File: src/rtl/id_ex_reg_pkg.sv
// Shared pipeline constants: ALU op encodings, operand-select and control field widths.
// Latency: n/a (types and constants only).
// Backpressure: n/a.
package id_ex_reg_pkg;

    localparam int XLEN       = 32;
    localparam int REG_ADDR_W = 5;
    localparam int ALU_OP_W   = 4;
    localparam int ALU_SRC_W  = 1;
    localparam int MEM_CTRL_W = 1;

    // Operand-B select: immediate path vs register rt path.
    localparam logic [ALU_SRC_W-1:0] ALU_SRC_REG = 1'b0;
    localparam logic [ALU_SRC_W-1:0] ALU_SRC_IMM = 1'b1;

    typedef enum logic [ALU_OP_W-1:0] {
        ALU_ADD  = 4'h0,
        ALU_SUB  = 4'h1,
        ALU_AND  = 4'h2,
        ALU_OR   = 4'h3,
        ALU_XOR  = 4'h4,
        ALU_NOR  = 4'h5,
        ALU_SLT  = 4'h6,
        ALU_SLTU = 4'h7,
        ALU_SLL  = 4'h8,
        ALU_SRL  = 4'h9,
        ALU_SRA  = 4'hA,
        ALU_LUI  = 4'hB
    } alu_op_e;

    // Execute-stage control bits that must never fire for a bubble or killed slot.
    typedef struct packed {
        logic [MEM_CTRL_W-1:0] mem_read;
        logic [MEM_CTRL_W-1:0] mem_write;
        logic                  reg_write;
        logic                  mem_to_reg;
    } ex_ctrl_t;

    // True when an instruction that reads 'addr' collides with a pending load target.
    function automatic logic src_hits(input logic uses, input logic [REG_ADDR_W-1:0] addr,
                                      input logic [REG_ADDR_W-1:0] load_dst);
        return uses && (addr == load_dst);
    endfunction

endpackage

File: src/rtl/id_ex_reg_if.sv
// Decode-to-execute bundle: decode fields, redirect/stall controls, execute-stage copies.
// Latency: n/a (wiring only).
// Backpressure: stall_id flows back toward decode; ex_stall arrives from execute.
// Ports: master = decode/control side, slave = the ID/EX register.
interface id_ex_reg_if
    import id_ex_reg_pkg::*;
#(
    parameter int CNT_W = 16
) ();

    logic                  id_valid;
    logic [XLEN-1:0]       id_pc;
    logic [XLEN-1:0]       id_rs_data;
    logic [XLEN-1:0]       id_rt_data;
    logic [XLEN-1:0]       id_imm_ext;
    logic [REG_ADDR_W-1:0] id_rs_addr;
    logic [REG_ADDR_W-1:0] id_rt_addr;
    logic [REG_ADDR_W-1:0] id_rd_addr;
    logic                  id_uses_rs;
    logic                  id_uses_rt;
    logic [ALU_OP_W-1:0]   id_alu_op;
    logic [ALU_SRC_W-1:0]  id_alu_src;
    logic [MEM_CTRL_W-1:0] id_mem_read;
    logic [MEM_CTRL_W-1:0] id_mem_write;
    logic                  id_reg_write;
    logic                  id_mem_to_reg;
    logic                  flush;
    logic                  ex_stall;

    logic                  stall_id;
    logic                  ex_valid;
    logic [XLEN-1:0]       ex_pc;
    logic [XLEN-1:0]       ex_rs_data;
    logic [XLEN-1:0]       ex_op_b;
    logic [XLEN-1:0]       ex_rt_data;
    logic [REG_ADDR_W-1:0] ex_rt_addr;
    logic [REG_ADDR_W-1:0] ex_dst_addr;
    logic [ALU_OP_W-1:0]   ex_alu_op;
    logic [MEM_CTRL_W-1:0] ex_mem_read;
    logic [MEM_CTRL_W-1:0] ex_mem_write;
    logic                  ex_reg_write;
    logic                  ex_mem_to_reg;
    logic [CNT_W-1:0]      bubble_cnt;

    modport master (
        output id_valid, id_pc, id_rs_data, id_rt_data, id_imm_ext,
               id_rs_addr, id_rt_addr, id_rd_addr, id_uses_rs, id_uses_rt,
               id_alu_op, id_alu_src, id_mem_read, id_mem_write, id_reg_write,
               id_mem_to_reg, flush, ex_stall,
        input  stall_id, ex_valid, ex_pc, ex_rs_data, ex_op_b, ex_rt_data,
               ex_rt_addr, ex_dst_addr, ex_alu_op, ex_mem_read, ex_mem_write,
               ex_reg_write, ex_mem_to_reg, bubble_cnt
    );

    modport slave (
        input  id_valid, id_pc, id_rs_data, id_rt_data, id_imm_ext,
               id_rs_addr, id_rt_addr, id_rd_addr, id_uses_rs, id_uses_rt,
               id_alu_op, id_alu_src, id_mem_read, id_mem_write, id_reg_write,
               id_mem_to_reg, flush, ex_stall,
        output stall_id, ex_valid, ex_pc, ex_rs_data, ex_op_b, ex_rt_data,
               ex_rt_addr, ex_dst_addr, ex_alu_op, ex_mem_read, ex_mem_write,
               ex_reg_write, ex_mem_to_reg, bubble_cnt
    );

endinterface

File: src/rtl/id_ex_reg_hazard_detect.sv
// Load-use hazard detector: decode reads the register a load in execute has not yet produced.
// Latency: purely combinational.
// Backpressure: load_use_o feeds the stall/bubble decision in id_ex_reg.
// Ports: ex_* = instruction now in execute, id_* = instruction in decode, load_use_o = hazard.
module hazard_detect
    import id_ex_reg_pkg::*;
(
    input  logic                  ex_valid_i,
    input  logic [MEM_CTRL_W-1:0] ex_mem_read_i,
    input  logic [REG_ADDR_W-1:0] ex_rt_addr_i,
    input  logic                  id_valid_i,
    input  logic                  id_uses_rs_i,
    input  logic                  id_uses_rt_i,
    input  logic [REG_ADDR_W-1:0] id_rs_addr_i,
    input  logic [REG_ADDR_W-1:0] id_rt_addr_i,
    output logic                  load_use_o
);

    logic pending_load;
    logic reads_target;

    // $0 is hardwired, so a load targeting it never creates a dependency.
    assign pending_load = ex_valid_i && (|ex_mem_read_i) && (ex_rt_addr_i != '0);
    assign reads_target = src_hits(id_uses_rs_i, id_rs_addr_i, ex_rt_addr_i) ||
                          src_hits(id_uses_rt_i, id_rt_addr_i, ex_rt_addr_i);
    assign load_use_o   = pending_load && reads_target && id_valid_i;

endmodule

File: src/rtl/id_ex_reg.sv
// ID/EX pipeline register with operand-B / destination muxing and load-use bubble insertion.
// Latency: one cycle decode-to-execute; stall_id is combinational.
// Backpressure: ex_stall holds every ex field; load-use inserts one bubble and raises stall_id; flush overrides both.
// Ports: clk, rst_n (async active-low), bus = id_ex_reg_if.slave.
module id_ex_reg
    import id_ex_reg_pkg::*;
#(
    parameter int CNT_W = 16
) (
    input  logic          clk,
    input  logic          rst_n,
    id_ex_reg_if.slave    bus
);

    logic                  load_use;

    logic                  ex_valid_q,    ex_valid_d;
    logic [XLEN-1:0]       ex_pc_q,       ex_pc_d;
    logic [XLEN-1:0]       ex_rs_data_q,  ex_rs_data_d;
    logic [XLEN-1:0]       ex_op_b_q,     ex_op_b_d;
    logic [XLEN-1:0]       ex_rt_data_q,  ex_rt_data_d;
    logic [REG_ADDR_W-1:0] ex_rt_addr_q,  ex_rt_addr_d;
    logic [REG_ADDR_W-1:0] ex_dst_addr_q, ex_dst_addr_d;
    logic [ALU_OP_W-1:0]   ex_alu_op_q,   ex_alu_op_d;
    ex_ctrl_t              ex_ctrl_q,     ex_ctrl_d;
    logic [CNT_W-1:0]      bubble_cnt_q,  bubble_cnt_d;

    hazard_detect u_hazard (
        .ex_valid_i    (ex_valid_q),
        .ex_mem_read_i (ex_ctrl_q.mem_read),
        .ex_rt_addr_i  (ex_rt_addr_q),
        .id_valid_i    (bus.id_valid),
        .id_uses_rs_i  (bus.id_uses_rs),
        .id_uses_rt_i  (bus.id_uses_rt),
        .id_rs_addr_i  (bus.id_rs_addr),
        .id_rt_addr_i  (bus.id_rt_addr),
        .load_use_o    (load_use)
    );

    // A redirect kills decode anyway, so holding it would only delay the new path.
    assign bus.stall_id = (bus.ex_stall || load_use) && !bus.flush;

    always_comb begin
        ex_valid_d    = ex_valid_q;
        ex_pc_d       = ex_pc_q;
        ex_rs_data_d  = ex_rs_data_q;
        ex_op_b_d     = ex_op_b_q;
        ex_rt_data_d  = ex_rt_data_q;
        ex_rt_addr_d  = ex_rt_addr_q;
        ex_dst_addr_d = ex_dst_addr_q;
        ex_alu_op_d   = ex_alu_op_q;
        ex_ctrl_d     = ex_ctrl_q;
        bubble_cnt_d  = bubble_cnt_q;

        if (bus.flush) begin
            // Data fields are left as-is; only valid and side-effecting controls matter.
            ex_valid_d = 1'b0;
            ex_ctrl_d  = '0;
        end else if (bus.ex_stall) begin
            // Hold everything: execute still owns the current contents.
        end else if (load_use) begin
            ex_valid_d   = 1'b0;
            ex_ctrl_d    = '0;
            bubble_cnt_d = (&bubble_cnt_q) ? bubble_cnt_q : bubble_cnt_q + CNT_W'(1);
        end else begin
            ex_valid_d    = bus.id_valid;
            ex_pc_d       = bus.id_pc;
            ex_rs_data_d  = bus.id_rs_data;
            ex_op_b_d     = (bus.id_alu_src == ALU_SRC_IMM) ? bus.id_imm_ext : bus.id_rt_data;
            ex_rt_data_d  = bus.id_rt_data;
            ex_rt_addr_d  = bus.id_rt_addr;
            // I-type writes rt; R-type writes rd.
            ex_dst_addr_d = (bus.id_alu_src == ALU_SRC_IMM) ? bus.id_rt_addr : bus.id_rd_addr;
            ex_alu_op_d   = bus.id_alu_op;
            // An invalid decode slot must never reach memory or the register file.
            ex_ctrl_d.mem_read   = bus.id_valid ? bus.id_mem_read  : '0;
            ex_ctrl_d.mem_write  = bus.id_valid ? bus.id_mem_write : '0;
            ex_ctrl_d.reg_write  = bus.id_valid && bus.id_reg_write;
            ex_ctrl_d.mem_to_reg = bus.id_valid && bus.id_mem_to_reg;
        end
    end

    always_ff @(posedge clk or negedge rst_n) begin
        if (!rst_n) begin
            ex_valid_q    <= 1'b0;
            ex_pc_q       <= '0;
            ex_rs_data_q  <= '0;
            ex_op_b_q     <= '0;
            ex_rt_data_q  <= '0;
            ex_rt_addr_q  <= '0;
            ex_dst_addr_q <= '0;
            ex_alu_op_q   <= '0;
            ex_ctrl_q     <= '0;
            bubble_cnt_q  <= '0;
        end else begin
            ex_valid_q    <= ex_valid_d;
            ex_pc_q       <= ex_pc_d;
            ex_rs_data_q  <= ex_rs_data_d;
            ex_op_b_q     <= ex_op_b_d;
            ex_rt_data_q  <= ex_rt_data_d;
            ex_rt_addr_q  <= ex_rt_addr_d;
            ex_dst_addr_q <= ex_dst_addr_d;
            ex_alu_op_q   <= ex_alu_op_d;
            ex_ctrl_q     <= ex_ctrl_d;
            bubble_cnt_q  <= bubble_cnt_d;
        end
    end

    assign bus.ex_valid      = ex_valid_q;
    assign bus.ex_pc         = ex_pc_q;
    assign bus.ex_rs_data    = ex_rs_data_q;
    assign bus.ex_op_b       = ex_op_b_q;
    assign bus.ex_rt_data    = ex_rt_data_q;
    assign bus.ex_rt_addr    = ex_rt_addr_q;
    assign bus.ex_dst_addr   = ex_dst_addr_q;
    assign bus.ex_alu_op     = ex_alu_op_q;
    assign bus.ex_mem_read   = ex_ctrl_q.mem_read;
    assign bus.ex_mem_write  = ex_ctrl_q.mem_write;
    assign bus.ex_reg_write  = ex_ctrl_q.reg_write;
    assign bus.ex_mem_to_reg = ex_ctrl_q.mem_to_reg;
    assign bus.bubble_cnt    = bubble_cnt_q;

endmodule

File: src/flat_wrapper.sv
// flat-port wrapper written by rule: the top's interface ports become plain ports
module id_ex_reg_flat import id_ex_reg_pkg::*;
#(
    parameter int CNT_W = 16
)
  (clk, rst_n, bus_id_valid, bus_id_pc, bus_id_rs_data, bus_id_rt_data, bus_id_imm_ext, bus_id_rs_addr, bus_id_rt_addr, bus_id_rd_addr, bus_id_uses_rs, bus_id_uses_rt, bus_id_alu_op, bus_id_alu_src, bus_id_mem_read, bus_id_mem_write, bus_id_reg_write, bus_id_mem_to_reg, bus_flush, bus_ex_stall, bus_stall_id, bus_ex_valid, bus_ex_pc, bus_ex_rs_data, bus_ex_op_b, bus_ex_rt_data, bus_ex_rt_addr, bus_ex_dst_addr, bus_ex_alu_op, bus_ex_mem_read, bus_ex_mem_write, bus_ex_reg_write, bus_ex_mem_to_reg, bus_bubble_cnt);
  id_ex_reg_if #(.CNT_W(CNT_W)) bus_i ();
  input  logic clk;
  input  logic rst_n;
  input wire logic [$bits(bus_i.id_valid)-1:0] bus_id_valid;
  input wire logic [$bits(bus_i.id_pc)-1:0] bus_id_pc;
  input wire logic [$bits(bus_i.id_rs_data)-1:0] bus_id_rs_data;
  input wire logic [$bits(bus_i.id_rt_data)-1:0] bus_id_rt_data;
  input wire logic [$bits(bus_i.id_imm_ext)-1:0] bus_id_imm_ext;
  input wire logic [$bits(bus_i.id_rs_addr)-1:0] bus_id_rs_addr;
  input wire logic [$bits(bus_i.id_rt_addr)-1:0] bus_id_rt_addr;
  input wire logic [$bits(bus_i.id_rd_addr)-1:0] bus_id_rd_addr;
  input wire logic [$bits(bus_i.id_uses_rs)-1:0] bus_id_uses_rs;
  input wire logic [$bits(bus_i.id_uses_rt)-1:0] bus_id_uses_rt;
  input wire logic [$bits(bus_i.id_alu_op)-1:0] bus_id_alu_op;
  input wire logic [$bits(bus_i.id_alu_src)-1:0] bus_id_alu_src;
  input wire logic [$bits(bus_i.id_mem_read)-1:0] bus_id_mem_read;
  input wire logic [$bits(bus_i.id_mem_write)-1:0] bus_id_mem_write;
  input wire logic [$bits(bus_i.id_reg_write)-1:0] bus_id_reg_write;
  input wire logic [$bits(bus_i.id_mem_to_reg)-1:0] bus_id_mem_to_reg;
  input wire logic [$bits(bus_i.flush)-1:0] bus_flush;
  input wire logic [$bits(bus_i.ex_stall)-1:0] bus_ex_stall;
  output wire logic [$bits(bus_i.stall_id)-1:0] bus_stall_id;
  output wire logic [$bits(bus_i.ex_valid)-1:0] bus_ex_valid;
  output wire logic [$bits(bus_i.ex_pc)-1:0] bus_ex_pc;
  output wire logic [$bits(bus_i.ex_rs_data)-1:0] bus_ex_rs_data;
  output wire logic [$bits(bus_i.ex_op_b)-1:0] bus_ex_op_b;
  output wire logic [$bits(bus_i.ex_rt_data)-1:0] bus_ex_rt_data;
  output wire logic [$bits(bus_i.ex_rt_addr)-1:0] bus_ex_rt_addr;
  output wire logic [$bits(bus_i.ex_dst_addr)-1:0] bus_ex_dst_addr;
  output wire logic [$bits(bus_i.ex_alu_op)-1:0] bus_ex_alu_op;
  output wire logic [$bits(bus_i.ex_mem_read)-1:0] bus_ex_mem_read;
  output wire logic [$bits(bus_i.ex_mem_write)-1:0] bus_ex_mem_write;
  output wire logic [$bits(bus_i.ex_reg_write)-1:0] bus_ex_reg_write;
  output wire logic [$bits(bus_i.ex_mem_to_reg)-1:0] bus_ex_mem_to_reg;
  output wire logic [$bits(bus_i.bubble_cnt)-1:0] bus_bubble_cnt;
  assign bus_i.id_valid = bus_id_valid;
  assign bus_i.id_pc = bus_id_pc;
  assign bus_i.id_rs_data = bus_id_rs_data;
  assign bus_i.id_rt_data = bus_id_rt_data;
  assign bus_i.id_imm_ext = bus_id_imm_ext;
  assign bus_i.id_rs_addr = bus_id_rs_addr;
  assign bus_i.id_rt_addr = bus_id_rt_addr;
  assign bus_i.id_rd_addr = bus_id_rd_addr;
  assign bus_i.id_uses_rs = bus_id_uses_rs;
  assign bus_i.id_uses_rt = bus_id_uses_rt;
  assign bus_i.id_alu_op = bus_id_alu_op;
  assign bus_i.id_alu_src = bus_id_alu_src;
  assign bus_i.id_mem_read = bus_id_mem_read;
  assign bus_i.id_mem_write = bus_id_mem_write;
  assign bus_i.id_reg_write = bus_id_reg_write;
  assign bus_i.id_mem_to_reg = bus_id_mem_to_reg;
  assign bus_i.flush = bus_flush;
  assign bus_i.ex_stall = bus_ex_stall;
  assign bus_stall_id = bus_i.stall_id;
  assign bus_ex_valid = bus_i.ex_valid;
  assign bus_ex_pc = bus_i.ex_pc;
  assign bus_ex_rs_data = bus_i.ex_rs_data;
  assign bus_ex_op_b = bus_i.ex_op_b;
  assign bus_ex_rt_data = bus_i.ex_rt_data;
  assign bus_ex_rt_addr = bus_i.ex_rt_addr;
  assign bus_ex_dst_addr = bus_i.ex_dst_addr;
  assign bus_ex_alu_op = bus_i.ex_alu_op;
  assign bus_ex_mem_read = bus_i.ex_mem_read;
  assign bus_ex_mem_write = bus_i.ex_mem_write;
  assign bus_ex_reg_write = bus_i.ex_reg_write;
  assign bus_ex_mem_to_reg = bus_i.ex_mem_to_reg;
  assign bus_bubble_cnt = bus_i.bubble_cnt;
  id_ex_reg #(.CNT_W(CNT_W)) u_core (.clk(clk), .rst_n(rst_n), .bus(bus_i));
endmodule
File: config.mk
export PLATFORM = sky130hd
export DESIGN_NAME = id_ex_reg_flat
export DESIGN_NICKNAME = d
export VERILOG_FILES = /design/src/rtl/id_ex_reg_pkg.sv /design/src/rtl/id_ex_reg_if.sv /design/src/rtl/id_ex_reg_hazard_detect.sv /design/src/rtl/id_ex_reg.sv /design/src/flat_wrapper.sv
export SDC_FILE = /design/constraint.sdc
export NUM_CORES = 1
export LEC_CHECK = 0
export BUFFER_PORTS_ARGS = -buffer_cell sky130_fd_sc_hd__buf_2
export CAP_MARGIN = 0
export CORE_MARGIN = 4
export CORE_UTILIZATION = 50
export DETAILED_ROUTE_END_ITERATION = 6
export GPL_TIMING_DRIVEN = 0
export PLACE_DENSITY_LB_ADDON = 0.3
export SYNTH_ARGS = -nofsm -noshare
export SYNTH_HDL_FRONTEND = slang
export SYNTH_SLANG_ARGS = --single-unit
export TNS_END_PERCENT = 10
File: constraint.sdc
create_clock -name clk -period 4.3 [get_ports clk]
set_input_delay 0.86 -clock clk [delete_from_list [all_inputs] [get_ports clk]]
set_output_delay 0.86 -clock clk [all_outputs]
set_load 0.005 [all_outputs]
* After elaboration in Yosys (flattened, before gate mapping) *
Cells that the tools add are included.

operators by class
  add/sub/neg operators = 1
  multipliers = 0
  div/mod/pow operators = 0
  magnitude comparators = 0
  eq/ne operators = 3
  shifts and indexed selects = 0
  mux-type cells = 10
  bitwise gates (word level) = 4
  reductions and logical operators = 16

operator list
  cell                                           count
  2-to-1 mux 32 bit                              1
  adder 16 x 1 -> 16 bit, second input constant  1
  AND reduction 16 bit                           1
  2-to-1 mux 4 bit                               3
  == test 5 bit                                  2
  logical AND 1 bit                              9
  2-to-1 mux 1 bit                               5
  2-to-1 mux 5 bit                               1
  nonzero test 5 bit                             1
  inverter 1 bit                                 4
  AND reduction 4 bit                            1
  AND reduction 3 bit                            1
  logical OR 1 bit                               2
  inequality test 2 bit, second input constant   1
  logical NOT 1 bit                              1

storage, ports and cells
  bits in registers = 163
  bits in latches = 0
  bits in writable memories = 0
  memory bits (read-only) = 0
  input port bits = 159
  output and inout bits = 164
  word-level logic and storage cells = 47
  memories = 0

* Logic depth before layout (Yosys ltp) *
  depth after elaboration = 8
  depth in mapped cells = 7
  mapped depth without buffers = 6

* Modules after synthesis *
From an unflattened synthesis, not the netlist that was laid out.

second synthesis, totals
  cell total of the unflattened synthesis = 494
  area, all modules = 6741.5 um^2

modules (own cells, without submodules)
  module         times used  cells an instance  area each (um^2)  seq. area each (um^2)
  id_ex_reg      1           477                6610.1            4078.9
  hazard_detect  1           17                 131.4             0.0

* Worst setup path after synthesis *
No wires, ideal clock.

  path kind = input to output
  start = input port bus_id_rt_addr[2]
  end = output port bus_stall_id
  arrival time = 2.032 ns
  data required time = 3.440 ns
  setup slack = 1.408 ns
  stages on the path = 6
  buffers on the path = 1
  cell sequence = xnor2_1 nand4_1 o22ai_2 clkbuf_1 nand3_1 a21oi_1

between the ends
  word-level cells in the longest chain between the ends = 7

RTL lines
  item                            RTL line                       RTL
  start, declared                 flat_wrapper.sv:16             input wire logic [$bits(bus_i.id_rt_addr)-1:0] bus_id_rt_addr;
  == test 5 bit                   id_ex_reg_pkg.sv:42            return uses && (addr == load_dst);
  logical AND 1 bit               id_ex_reg_pkg.sv:42
  logical OR 1 bit                id_ex_reg_hazard_detect.sv:24  assign reads_target = src_hits(id_uses_rs_i, id_rs_addr_i, ex_rt_addr_i) ||
  logical AND 1 bit (2 in a row)  id_ex_reg_hazard_detect.sv:26  assign load_use_o = pending_load && reads_target && id_valid_i;
  logical OR 1 bit                id_ex_reg.sv:41                assign bus.stall_id = (bus.ex_stall || load_use) && !bus.flush;
  logical AND 1 bit               id_ex_reg.sv:41
  end, declared                   flat_wrapper.sv:28             output wire logic [$bits(bus_i.stall_id)-1:0] bus_stall_id;

Every way passes these cells.

* Worst setup path after layout *
Ends and elaborated chain as after synthesis.

==> results.ini <==
[status]
status=finished clean

[setup_path]
worstPathRequired_ns=3.44
path_class=in -> out
cp_common_cell=buf_2
worstPathMaxFanout=10
critPathLaunchType=primary input
slowest_delay_ns=0.50
worst_ep_arrival_time_ns=2.59
end_kind=output port
slowest_stage=o22ai_2
cp_cell_sequence=buf_2, xnor2_1, nand4_1, o22ai_2, clkbuf_1, nand3_1, a21oi_1, buf_2

[timing]
rsz0062_at_grt=false
slew_headroom=0.483
finalCritPeriodShare=0.803
final.setup_skew_ns=0.00896
tns_ns=0
hold_viol=0
tightest_slew_ns=0.775
setup_violations=0
fmax_mhz=290
drv_slew=0
period_needed_ns=3.45

[cts]
clkLatencyLatePin_ns=0.41
path_clk_slew_ns=0.06
cts_max_level=4
cts_buffer_depth=2
clock-sinks=163
cts_root_buffer=clkbuf_16
cts_tree=done
cts_setup_buffers=0
hold_buffers=0
post_cts_resized=0
cts_buffers=17

[synthesis]
yosysTopAreaCellShare=0.596
yosys_warnings=0
syn-num-nets=610
netlist_area_um2=6850
synth_top_area_cell=dfrtp_1
avgSynthCellArea_um2=15.2
synthDistinctLibCells=30
syn_inst=450
ys_top_cells_by_area=dfrtp_1 (60%), mux2_2 (16%), mux2_1 (13%)
ys_ff_latch=163
yosysSeqAreaShare=0.596

[power]
power_density_nw_per_um2=443
peakVddDrop_v=0.000353
p_total_mw=4.14
power_leakage_nw=4.54

[routing]
ant_nets=0
vias_per_cell=5.15
wl_per_cell_um=18.3
drc=0
vias=5046
dr.pass1.iters=4
first_iter_violations=134
wirelength_mm=17.9

[min_path]
hold_path.class=in -> async

[global_route]
grt-ovfl-total=0
antenna_found_initial=1
gr-usage-all-layers=0.236
grt_max_degree=89
grt_pass1_wl_mm=29.3
grt_pass1_vias=5648

[layout]
nets=951
nFillCells=977
areaGrowthSynthToFinish_pct=36.5
design_area_um2=9350
multi_input_area_um2=2630
drive_gt1_frac=0.588
diodes=0
seq_area_um2=4080

[die]
die_h_um=125
die_x_um=125
die_area_um2=15600
num_rows=42
core_um2=13300
io_pins=323
start_util=0.513

[place]
port_buffers=321
gp_congestion=0.860
hpwl_mm=14.1
post_dp_cell_area_um2=8710

[job]
maxCapViolCount=0

layer usage:
metal,global-route usage,vias to the layer above,routed length [um]
met5,0,-,7
met4,0.112,2,685
met3,0.0806,49,1580
met2,0.409,243,9100
met1,0.261,2449,6530
li1,-,2303,-
final timing paths:
check	startpoint	endpoint	slack [ns]	cells after the start
max	bus_id_rt_addr[2]	bus_stall_id	0.85	8
max in group asynchronous	rst_n	u_core.bus.ex_pc[6]	2.99	2
min	rst_n	u_core.bus.ex_rs_data[7]	0.45	1
max reg2reg	u_core.bus.ex_rt_addr[0]	u_core.bus.ex_op_b[9]	1.84	6
min in group clk	u_core.bus.ex_op_b[18]	u_core.bus.ex_op_b[18]	0.48	1
min reg2reg	u_core.bus.ex_op_b[18]	u_core.bus.ex_op_b[18]	0.48	1
power by group:
group	switching [mW]	leakage [nW]	internal, mW
combinational	0.292	2.27	0.378
clock	0.619	0.304	0.997
sequential	0.108	1.96	1.74
through the flow:
step                      std cells  hold slack [ns]  utilization  worst slack (ns)
after floorplan                 450            0.483            -              1.41
after CTS                       980            0.466        0.700             0.855
after global placement          947            0.462        0.650             0.138
after global routing            980            0.502        0.700             0.655
final                           980            0.452        0.700             0.848
after detailed placement        948            0.469        0.652             0.903
cell usage in the layout, fill, tap and decap left out, drive strengths merged, types with 2 or more instances in the layout:
master      n
clkinvlp    3
xnor2      25
and2        2
nand2       5
nand4      15
nand3       6
buf       337
or3         2
a32o        4
inv         8
clkinv      2
dfrtp     163
clkbuf     25
nor3        2
nor2        5
mux2      180
bufinv      4
and3        5
cell usage after synthesis (all sizes together):
| cell | number |
|---|---|
| buf | 15 |
| nand4 | 15 |
| nand3b | 1 |
| dfrtp | 163 |
| nand3 | 6 |
| inv | 3 |
| nor4 | 1 |
| nor2 | 5 |
| mux2 | 180 |
| ha | 1 |
| nor3 | 2 |
| a32o | 4 |
| or3 | 2 |
| a21oi | 1 |
| and2 | 2 |
| a22o | 1 |
| o22ai | 1 |
| or2 | 1 |
| xnor2 | 25 |
| and3 | 5 |
| a31oi | 1 |
| clkbuf | 7 |
| nand2 | 5 |
| and4 | 1 |
| and4b | 1 |
| o311a | 1 |
worst max-delay path, delay by kind of cell:
kind	cells	cell delay, ns
XOR/XNOR	1	0.15
AND/OR/NAND/NOR	2	0.27
AO/OA/AOI/OAI	2	0.66
buffers and inverters	3	0.66
layout make-up:
class | count | area share
Sequential cell | 163 | 0.436
Multi-Input combinational cell | 262 | 0.281
Timing Repair Buffer | 322 | 0.176
Clock buffer | 18 | 0.0470
Tap cell | 176 | 0.0236
Clock inverter | 14 | 0.0214
Buffer | 22 | 0.0137
Inverter | 3 | 0.00120
cells by family (layout without fill, tap and decap cells):
kind of cell	Yosys count	after routing	synth area share
flops	163	163	0.596
mux	180	180	0.296
simple gates	47	47	0.0397
xor+xnor	25	25	0.0320
compound gates	9	9	0.0143
buf+inv	25	379	0.0203
fa+ha+maj	1	1	0.00183
Note: power is estimated with default switching activity, not from simulation.
